===== config.mk =====
export PLATFORM = sky130hd
export DESIGN_NAME = v_wb_sequencer
export DESIGN_NICKNAME = d
export VERILOG_FILES = /design/src/rtl/v_wb_sequencer.sv
export SDC_FILE = /design/constraint.sdc
export NUM_CORES = 1
export LEC_CHECK = 0
export CORE_AREA = 4 4 456 458
export CTS_CLUSTER_SIZE = 25
export DETAILED_ROUTE_END_ITERATION = 7
export DIE_AREA = 0 0 460 462
export MAX_ROUTING_LAYER = met4
export PLACE_DENSITY_LB_ADDON = 0.25
export SYNTH_ARGS = -nofsm -noshare
export SYNTH_HDL_FRONTEND = slang
export SYNTH_SLANG_ARGS = --single-unit

===== constraint.sdc =====
create_clock -name clk -period 24.2 [get_ports clk]
set_input_delay 4.84 -clock clk [delete_from_list [all_inputs] [get_ports clk]]
set_output_delay 4.84 -clock clk [all_outputs]
set_load 0.01 [all_outputs]

===== src/rtl/v_wb_sequencer.sv =====
// Vector writeback sequencer: buffers one lane result group, streams it to the VRF.
// Optional V_WB_MASK_EN derives per-register byte enables from v0_mask/vsew.
module v_wb_sequencer #(
    parameter int VLEN = 128,
    parameter int NREG = 32,
    localparam int AW  = $clog2(NREG)
) (
    input  logic            clk,
    input  logic            nrst,
    input  logic            start,
    input  logic            is_mul,
    input  logic [2:0]      lmul,
    input  logic [AW-1:0]   vd,
    input  logic [VLEN-1:0] result_valu_1,
    input  logic [VLEN-1:0] result_valu_2,
    input  logic [VLEN-1:0] result_valu_3,
    input  logic [VLEN-1:0] result_valu_4,
    input  logic [VLEN-1:0] result_vmul_1,
    input  logic [VLEN-1:0] result_vmul_2,
    input  logic [VLEN-1:0] result_vmul_3,
    input  logic [VLEN-1:0] result_vmul_4,
    output logic            wr_en,
    output logic [AW-1:0]   wr_addr,
    output logic [VLEN-1:0] wr_data,
    output logic [15:0]     wr_be,
    input  logic            wr_ready,
    output logic            busy,
    output logic            wb_done,
    output logic            start_drop
`ifdef V_WB_MASK_EN
    ,
    input  logic [63:0]     v0_mask,
    input  logic [2:0]      vsew
`endif
);

    typedef enum logic [1:0] {IDLE, WRITE, DONE} state_t;

    state_t          state_q, state_d;
    logic [1:0]      idx_q, idx_d;
    logic [1:0]      last_q, last_d;
    logic [AW-1:0]   vd_q, vd_d;
    logic            wr_en_q, wr_en_d;
    logic [AW-1:0]   wr_addr_q, wr_addr_d;
    logic [VLEN-1:0] wr_data_q, wr_data_d;
    logic            busy_q, busy_d;
    logic            wb_done_q, wb_done_d;
    logic            start_drop_q, start_drop_d;
    logic [VLEN-1:0] wbuf_q [4];
    logic [VLEN-1:0] wbuf_d [4];
    logic [VLEN-1:0] in_w [4];

    function automatic logic [1:0] grp_last(input logic [2:0] l);
        case (l)
            3'b001:  return 2'd1;
            3'b010:  return 2'd3;
            default: return 2'd0;
        endcase
    endfunction

`ifdef V_WB_MASK_EN
    logic [63:0] mask_q, mask_d;
    logic [2:0]  sew_q, sew_d;
    logic [15:0] wr_be_q, wr_be_d;

    // Element j of register idx is mask bit (elements-per-reg * idx + j).
    function automatic logic [15:0] mask_be(input logic [63:0] m,
                                            input logic [2:0] sew,
                                            input logic [1:0] idx);
        logic [15:0] be;
        for (int b = 0; b < 16; b++) begin
            case (sew)
                3'd0:    be[b] = m[{idx, 4'(b)}];
                3'd1:    be[b] = m[{1'b0, idx, 3'(b >> 1)}];
                3'd2:    be[b] = m[{2'b00, idx, 2'(b >> 2)}];
                default: be[b] = 1'b1;
            endcase
        end
        return be;
    endfunction

    assign wr_be = wr_be_q;
`else
    assign wr_be = 16'hFFFF;
`endif

    always_comb begin
        in_w[0] = is_mul ? result_vmul_1 : result_valu_1;
        in_w[1] = is_mul ? result_vmul_2 : result_valu_2;
        in_w[2] = is_mul ? result_vmul_3 : result_valu_3;
        in_w[3] = is_mul ? result_vmul_4 : result_valu_4;
    end

    always_comb begin
        state_d      = state_q;
        idx_d        = idx_q;
        last_d       = last_q;
        vd_d         = vd_q;
        wr_en_d      = wr_en_q;
        wr_addr_d    = wr_addr_q;
        wr_data_d    = wr_data_q;
        busy_d       = busy_q;
        wb_done_d    = 1'b0;
        start_drop_d = start_drop_q;
        wbuf_d       = wbuf_q;
`ifdef V_WB_MASK_EN
        mask_d       = mask_q;
        sew_d        = sew_q;
        wr_be_d      = wr_be_q;
`endif
        case (state_q)
            WRITE: begin
                start_drop_d = start_drop_q | start;
                if (wr_ready) begin
                    if (idx_q == last_q) begin
                        state_d   = DONE;
                        wr_en_d   = 1'b0;
                        busy_d    = 1'b0;
                        wb_done_d = 1'b1;
                    end else begin
                        idx_d     = idx_q + 2'd1;
                        wr_addr_d = vd_q + AW'(idx_d);
                        wr_data_d = wbuf_q[idx_d];
`ifdef V_WB_MASK_EN
                        wr_be_d   = mask_be(mask_q, sew_q, idx_d);
`endif
                    end
                end
            end
            default: begin
                // DONE behaves like IDLE so groups can issue back to back.
                state_d = IDLE;
                busy_d  = 1'b0;
                wr_en_d = 1'b0;
                if (start) begin
                    state_d   = WRITE;
                    wbuf_d    = in_w;
                    last_d    = grp_last(lmul);
                    vd_d      = vd;
                    idx_d     = 2'd0;
                    busy_d    = 1'b1;
                    wr_en_d   = 1'b1;
                    wr_addr_d = vd;
                    wr_data_d = in_w[0];
`ifdef V_WB_MASK_EN
                    mask_d    = v0_mask;
                    sew_d     = vsew;
                    wr_be_d   = mask_be(v0_mask, vsew, 2'd0);
`endif
                end
            end
        endcase
    end

    always_ff @(posedge clk) begin
        if (!nrst) begin
            state_q      <= IDLE;
            idx_q        <= '0;
            wr_en_q      <= 1'b0;
            wr_addr_q    <= '0;
            wr_data_q    <= '0;
            busy_q       <= 1'b0;
            wb_done_q    <= 1'b0;
            start_drop_q <= 1'b0;
`ifdef V_WB_MASK_EN
            wr_be_q      <= '1;
`endif
        end else begin
            state_q      <= state_d;
            idx_q        <= idx_d;
            wr_en_q      <= wr_en_d;
            wr_addr_q    <= wr_addr_d;
            wr_data_q    <= wr_data_d;
            busy_q       <= busy_d;
            wb_done_q    <= wb_done_d;
            start_drop_q <= start_drop_d;
`ifdef V_WB_MASK_EN
            wr_be_q      <= wr_be_d;
`endif
        end
    end

    always_ff @(posedge clk) begin
        wbuf_q <= wbuf_d;
        last_q <= last_d;
        vd_q   <= vd_d;
`ifdef V_WB_MASK_EN
        mask_q <= mask_d;
        sew_q  <= sew_d;
`endif
    end

    assign wr_en      = wr_en_q;
    assign wr_addr    = wr_addr_q;
    assign wr_data    = wr_data_q;
    assign busy       = busy_q;
    assign wb_done    = wb_done_q;
    assign start_drop = start_drop_q;

endmodule


==> results of run 1 <==
==> metrics by stage <==
stage | power [mW] | area (um^2) | std cells | worst slack [ns]
final | 3.34 | 48900 | 6173 | 15.98
after global routing | 3.49 | 48900 | 6165 | 15.80
after CTS | 3.41 | 48700 | 6077 | 15.96
after detailed placement | 1.96 | 45600 | 5910 | 15.15
after global placement | 1.95 | 45600 | 5910 | 15.22
after floorplan | 1.64 | 31100 | 2192 | 7.67
==> flip-flops by register name, indices dropped and copies added (netlist names) <==
register / cells
wbuf_q: 512
wr_addr: 5
last_q: 2
idx_q: 2
start_drop: 1
wr_data: 128
wb_done: 1
state_q: 2
vd_q: 5
==> final cells by class <==
type	count	area share (%)
sequential	658	37.6
timing repair buffer	1206	24.7
multi-input combinational	1351	24.0
tap	2688	6.88
clock buffer	126	5.28
clock inverter	41	1.09
antenna	96	0.491
inverter	7	0.0691
==> tightest hold or removal path, cell delays in order, from the launching register on <==
cell                      delay, ns
sky130_fd_sc_hd__dfxtp_1       0.31
sky130_fd_sc_hd__nand2_1       0.05
sky130_fd_sc_hd__mux2i_1       0.05
==> Yosys cell counts (all sizes together) <==
master / instances
nor2b: 2
o221ai: 1
a32o: 128
a21boi: 1
o31ai: 1
a22o: 1
clkbuf: 38
a21oi: 131
o2111ai: 1
nand3b: 3
edfxtp: 519
o211ai: 1
inv: 7
a22oi: 1
o21bai: 1
o211a: 2
xor2: 5
xnor2: 1
and3: 1
fa: 1
buf: 138
nand2b: 2
nor2: 129
mux2: 512
mux2i: 259
nand2: 133
conb: 1
and2: 3
nor3: 2
dfxtp: 139
o21ai: 7
ha: 2
and3b: 1
o21ba: 1
nor3b: 2
==> per-layer routing <==
metal  GRT usage (%)  vias to the layer above
met5               -                        -
met4            4.80                        0
met3            8.28                      279
met2            25.8                     1069
met1            18.5                    11600
li1                -                    10800
==> kinds of logic after synthesis <==
kind of cell | Yosys count | synth area share (%)
multiplexers | 771 | 26.9
flip-flops | 658 | 59.2
AND/OR/NAND/NOR | 278 | 3.53
AO/OA/AOI/OAI | 277 | 6.68
buffers and inverters | 183 | 3.36
XOR/XNOR | 6 | 0.193
adder cells (fa/ha/maj) | 3 | 0.145
other | 1 | 0.0121
==> report_power, final <==
part	leakage, nW	switching, mW	internal, mW
Combinational	8.50	0.255	0.307
Clock	1.52	0.559	0.854
Sequential	6.10	0.0351	1.33
==> path summary, 6_finish.rpt <==
kind | start | endpoint | slack (ns) | cells past startpoint
worst min register to register | wr_addr[1] | wr_addr[1] | 0.46 | 2
worst max-delay path | start | wbuf_q[305] | 15.98 | 6
worst max register to register | state_q[0] | wbuf_q[305] | 19.51 | 6
worst min-delay path | wr_addr[1] | wr_addr[1] | 0.46 | 2
==> parameters.txt, run 1 <==
Parameter                              Value

Outcome
  Outcome    finished, violations left
  Violations in the final reports    capacitance limit, slew limit

Layout
  Area growth from synthesis to layout    57.5%
  Area taken by multi-input logic gates    11,700 um^2
  Fraction of layout instances using a drive strength above 1    20.7%
  Highest-count cells in the layout ignoring fill and taps    sky130_fd_sc_hd__clkdlybuf4s50_1, sky130_fd_sc_hd__edfxtp_1, sky130_fd_sc_hd__mux2_2
  Most common library cell in the layout ignoring fill and taps    sky130_fd_sc_hd__clkdlybuf4s50_1
  Number of fillers in the final layout    21,600
  Sequential cell area in the final layout    18,400 um^2
  Util after Layout    24.0%
  Net total in the final layout    4,353

Worst hold path
  Min-Delay Path Class    reg2reg

Synth
  Post-synthesis sequential area ratio    59.2%
  Top cell type's share of synthesized area    50.2%
  Count of yosys warnings during synthesis    0
  Largest area contributor in the netlist    sky130_fd_sc_hd__edfxtp_1
  Mean Syn Cell Area    14.3 um^2
  Count of distinct cell types in the synthesized netlist    39
  Number of register bits inferred by synthesis    658
  Cell count after synthesis    2,177
  Post-Synthesis Cell Area    31,000 um^2
  Most area-consuming cells after synthesis    sky130_fd_sc_hd__edfxtp_1, sky130_fd_sc_hd__mux2_2, sky130_fd_sc_hd__dfxtp_1

Route
  Highest metal layer with signal wires    met4
  Met2 Routed Length    82,700 um
  Detailed Route WL    178,000 um
  Via-to-Cell Ratio    3.84
  Post-route ant nets    0
  # DRC    0
  DR pass1 iterations    7
  First-iteration detailed-routing DRC count    1,196
  Vias    23,700
  Average wire length per cell after detail routing    28.9 um
  Met1 Wirelength    73,500 um
  Met3 WL    17,700 um

Clock network
  Bufs on Longest Clock Path    3
  Clock tree from TritonCTS    done
  TritonCTS buffer count    89
  Clock-pin slew on the worst setup and hold paths    0.06 ns
  Number of clock sinks    658
  Number of levels in the clock H-tree    3
  Number of buffers inserted by hold repair at cts    0
  Number of buffers added for setup after CTS    0
  CTS Root Buffer Type    sky130_fd_sc_hd__clkbuf_16
  Number of gates given a new drive strength after cts    0
  Clock latency of the later-clocked register in the worst-skew pair    0.69 ns

Worst setup path
  Arrival time reported for the critical path endpoint    8.54 ns
  Family with the most delay on the worst path    buffers and inverters
  Largest stage delay on the critical path    0.84 ns
  Crit path required time    24.52 ns
  Critical Path, Cell by Cell    clkdlybuf4s50_1 > nand2_1 > inv_8 > buf_4 > buf_4 > buf_4
  Class of the most critical setup path    in2reg
  Critical Path Slowest Stage Cell    sky130_fd_sc_hd__buf_4
  Startpoint type of the worst setup path    primary input
  Critical path capture point type    flip-flop
  Biggest fanout along the worst timing path    77
  Most numerous cell on the critical path    sky130_fd_sc_hd__buf_4
  WP buf/inv    5

GRT
  GRT Residual Overflow    0
  Total track usage    16.5%
  First-pass GRT wire length    228,000 um
  Maximum number of pins on one net before global-route repair    139
  Vias in the first global route    24,700
  Initial antenna violation count    202

Placement
  Detailed-placement wirelength estimate    141,000 um
  Final weighted congestion in routability-driven placement    0.830
  Quantity of I/O buffers inserted on ports    1,173

Floorplanning
  Die area    213,000 um^2
  Vert. Die Dim    462 um
  Number of core rows    166
  I/O pins    1,190
  Die W    460 um
  Core footprint    204,000 um^2
  Starting density of the core    15.2%

Timing
  Count of pins over their slew limit    2
  Slew at the pin closest to its max-slew limit    1.58 ns
  Clock skew    0.0263 ns
  Period Utilization, post-route    34.0%
  Endpoints failing setup    0
  Worst hold slack    0.461 ns
  Final sum of negative setup slack    0 ns
  Worst slew margin relative to its limit    -5.05%
  Number of hold violations in the final report    0
  Upper clock frequency limit    122 MHz
  Time the final worst path needs with I/O delays and setup    8.22 ns
  RSZ-0062 raised after global routing    no

Job
  Max cap viols    1

Power
  Max rail drop VDD    0.0461 mV
  Pwr dens    68.2 nW/um^2
  Lkg Pwr    16.1 nW
(Power assumes the default switching activity.)
==> run 2: changes to the inputs <==
clock period = 8.1 ns   (was 24.2 ns; I/O delays follow)
==> parameters.txt, run 2 (synthesized netlist as in run 1, its figures left out) <==
Parameter                              Value

Floorplanning
  Die W    460 um
  Starting density of the core    15.2%
  Vert. Die Dim    462 um
  Die area    213,000 um^2
  Core footprint    204,000 um^2
  I/O pins    1,190
  Number of core rows    166

Route
  # DRC    0
  Average wire length per cell after detail routing    28.8 um
  First-iteration detailed-routing DRC count    1,514
  Detailed Route WL    177,000 um
  Post-route ant nets    0
  Via-to-Cell Ratio    3.86
  DR pass1 iterations    5
  Vias    23,700

Clock network
  Number of buffers added for setup after CTS    0
  Number of buffers inserted by hold repair at cts    0
  Number of gates given a new drive strength after cts    0
  Clock latency of the later-clocked register in the worst-skew pair    0.70 ns
  Number of levels in the clock H-tree    3
  TritonCTS buffer count    87
  Number of clock sinks    658
  CTS Root Buffer Type    sky130_fd_sc_hd__clkbuf_16
  Clock tree from TritonCTS    done
  Bufs on Longest Clock Path    3
  Clock-pin slew on the worst setup and hold paths    0.06 ns

GRT
  Total track usage    16.3%
  Maximum number of pins on one net before global-route repair    155
  First-pass GRT wire length    226,000 um
  Initial antenna violation count    170
  Vias in the first global route    24,000
  GRT Residual Overflow    0

Layout
  Most common library cell in the layout ignoring fill and taps    sky130_fd_sc_hd__clkdlybuf4s50_1
  Fraction of layout instances using a drive strength above 1    20.2%
  Final Instance Count excl. Fillers    6,146
  Area growth from synthesis to layout    56.8%
  Register with the most flip-flops    wbuf_q
  Total non-filler cell area in the finished layout    48,700 um^2
  Highest-count cells in the layout ignoring fill and taps    sky130_fd_sc_hd__clkdlybuf4s50_1, sky130_fd_sc_hd__edfxtp_1, sky130_fd_sc_hd__mux2_2
  Net total in the final layout    4,347
  Max reg flops    512

Timing
  Period Utilization, post-route    45.2%
  Clock skew    0.0248 ns
  Number of hold violations in the final report    0
  Time the final worst path needs with I/O delays and setup    3.66 ns
  Slew at the pin closest to its max-slew limit    1.23 ns
  Upper clock frequency limit    273 MHz
  Count of pins over their slew limit    0
  RSZ-0062 raised after global routing    no
  Worst slew margin relative to its limit    17.9%
  Final sum of negative setup slack    0 ns
  Endpoints failing setup    0

Placement
  Cell area reported after detailed placement    45,600 um^2
  Detailed-placement wirelength estimate    140,000 um
  Quantity of I/O buffers inserted on ports    1,173
  Total instance count after detailed placement    5,906
  Final weighted congestion in routability-driven placement    0.892

Power
  Power after layout    9.75 mW
  Max rail drop VDD    0.138 mV
  Pwr dens    200 nW/um^2
  Lkg Pwr    16.0 nW

Worst setup path
  Biggest fanout along the worst timing path    55
  Critical path capture point type    flip-flop
  Class of the most critical setup path    in2reg
  Startpoint type of the worst setup path    primary input
  Crit path required time    8.42 ns
  Arrival time reported for the critical path endpoint    3.99 ns

Worst hold path
  Min-Delay Path Class    reg2reg

Outcome
  Outcome    complete, no violations

Job
  Max cap viols    0
[run 2: cell types whose count changed in the layout (fill, tap and decap cells not counted), moves of 3 or more]
| cell | change |
|---|---|
| sky130_fd_sc_hd__bufinv_16 | -4 |
| sky130_fd_sc_hd__buf_4 | -7 |
| sky130_fd_sc_hd__diode_2 | -20 |
| sky130_fd_sc_hd__buf_12 | +3 |
| sky130_fd_sc_hd__clkbuf_1 | +13 |
| sky130_fd_sc_hd__clkinv_2 | -8 |
| sky130_fd_sc_hd__clkbuf_16 | -3 |
[run 2: stage by stage]
stage	hold slack, ns	util (%)	worst slack (ns)
final	0.465	23.9	4.44
after CTS	0.465	23.8	4.29
after detailed placement	0.453	22.3	3.70
after global placement	0.447	22.3	3.73
after floorplan	0.479	-	-1.80
after global routing	0.473	23.9	4.25
[run 2: worst paths after layout]
| kind | slack (ns) | startpoint | end | cells after the start |
|---|---|---|---|---|
| worst max-delay path | 4.44 | start | wbuf_q[196] | 5 |
| worst max register to register | 4.55 | idx_q[0] | wr_data[5] | 5 |
| worst min register to register | 0.46 | wr_data[105] | wr_data[105] | 1 |
| worst min-delay path | 0.46 | wr_data[105] | wr_data[105] | 1 |
[run 2: area by class of cell]
type                            count  area, um^2
Fill cell                       21700      155000
Sequential cell                   658       18400
Timing Repair Buffer             1202       12100
Multi-Input combinational cell   1351       11700
Tap cell                         2688        3360
Clock buffer                      137        2570
Clock inverter                     27         357
Antenna cell                       76         190
Inverter                            7        30.0
[run 2: metal layers]
| layer | share of wire (%) | wire length, um | global-route usage, % |
|---|---|---|---|
| met5 | 0 | 0 | - |
| met4 | 2.3 | 4000 | 3.69 |
| met3 | 9.4 | 16600 | 6.57 |
| met2 | 45 | 79800 | 25.0 |
| met1 | 43 | 76500 | 20.1 |
[run 2: where the power goes]
group | total (mW) | internal, mW | switching (mW)
clock | 4.01 | 2.38 | 1.63
combinational | 1.67 | 0.919 | 0.753
sequential | 4.07 | 3.96 | 0.106
[run 2: critical path, cell delays in order]
cell                              delay (ns)
sky130_fd_sc_hd__clkdlybuf4s50_1        0.63
sky130_fd_sc_hd__nand2_8                0.10
sky130_fd_sc_hd__clkinvlp_4             0.30
sky130_fd_sc_hd__buf_4                  0.55
sky130_fd_sc_hd__buf_4                  0.67
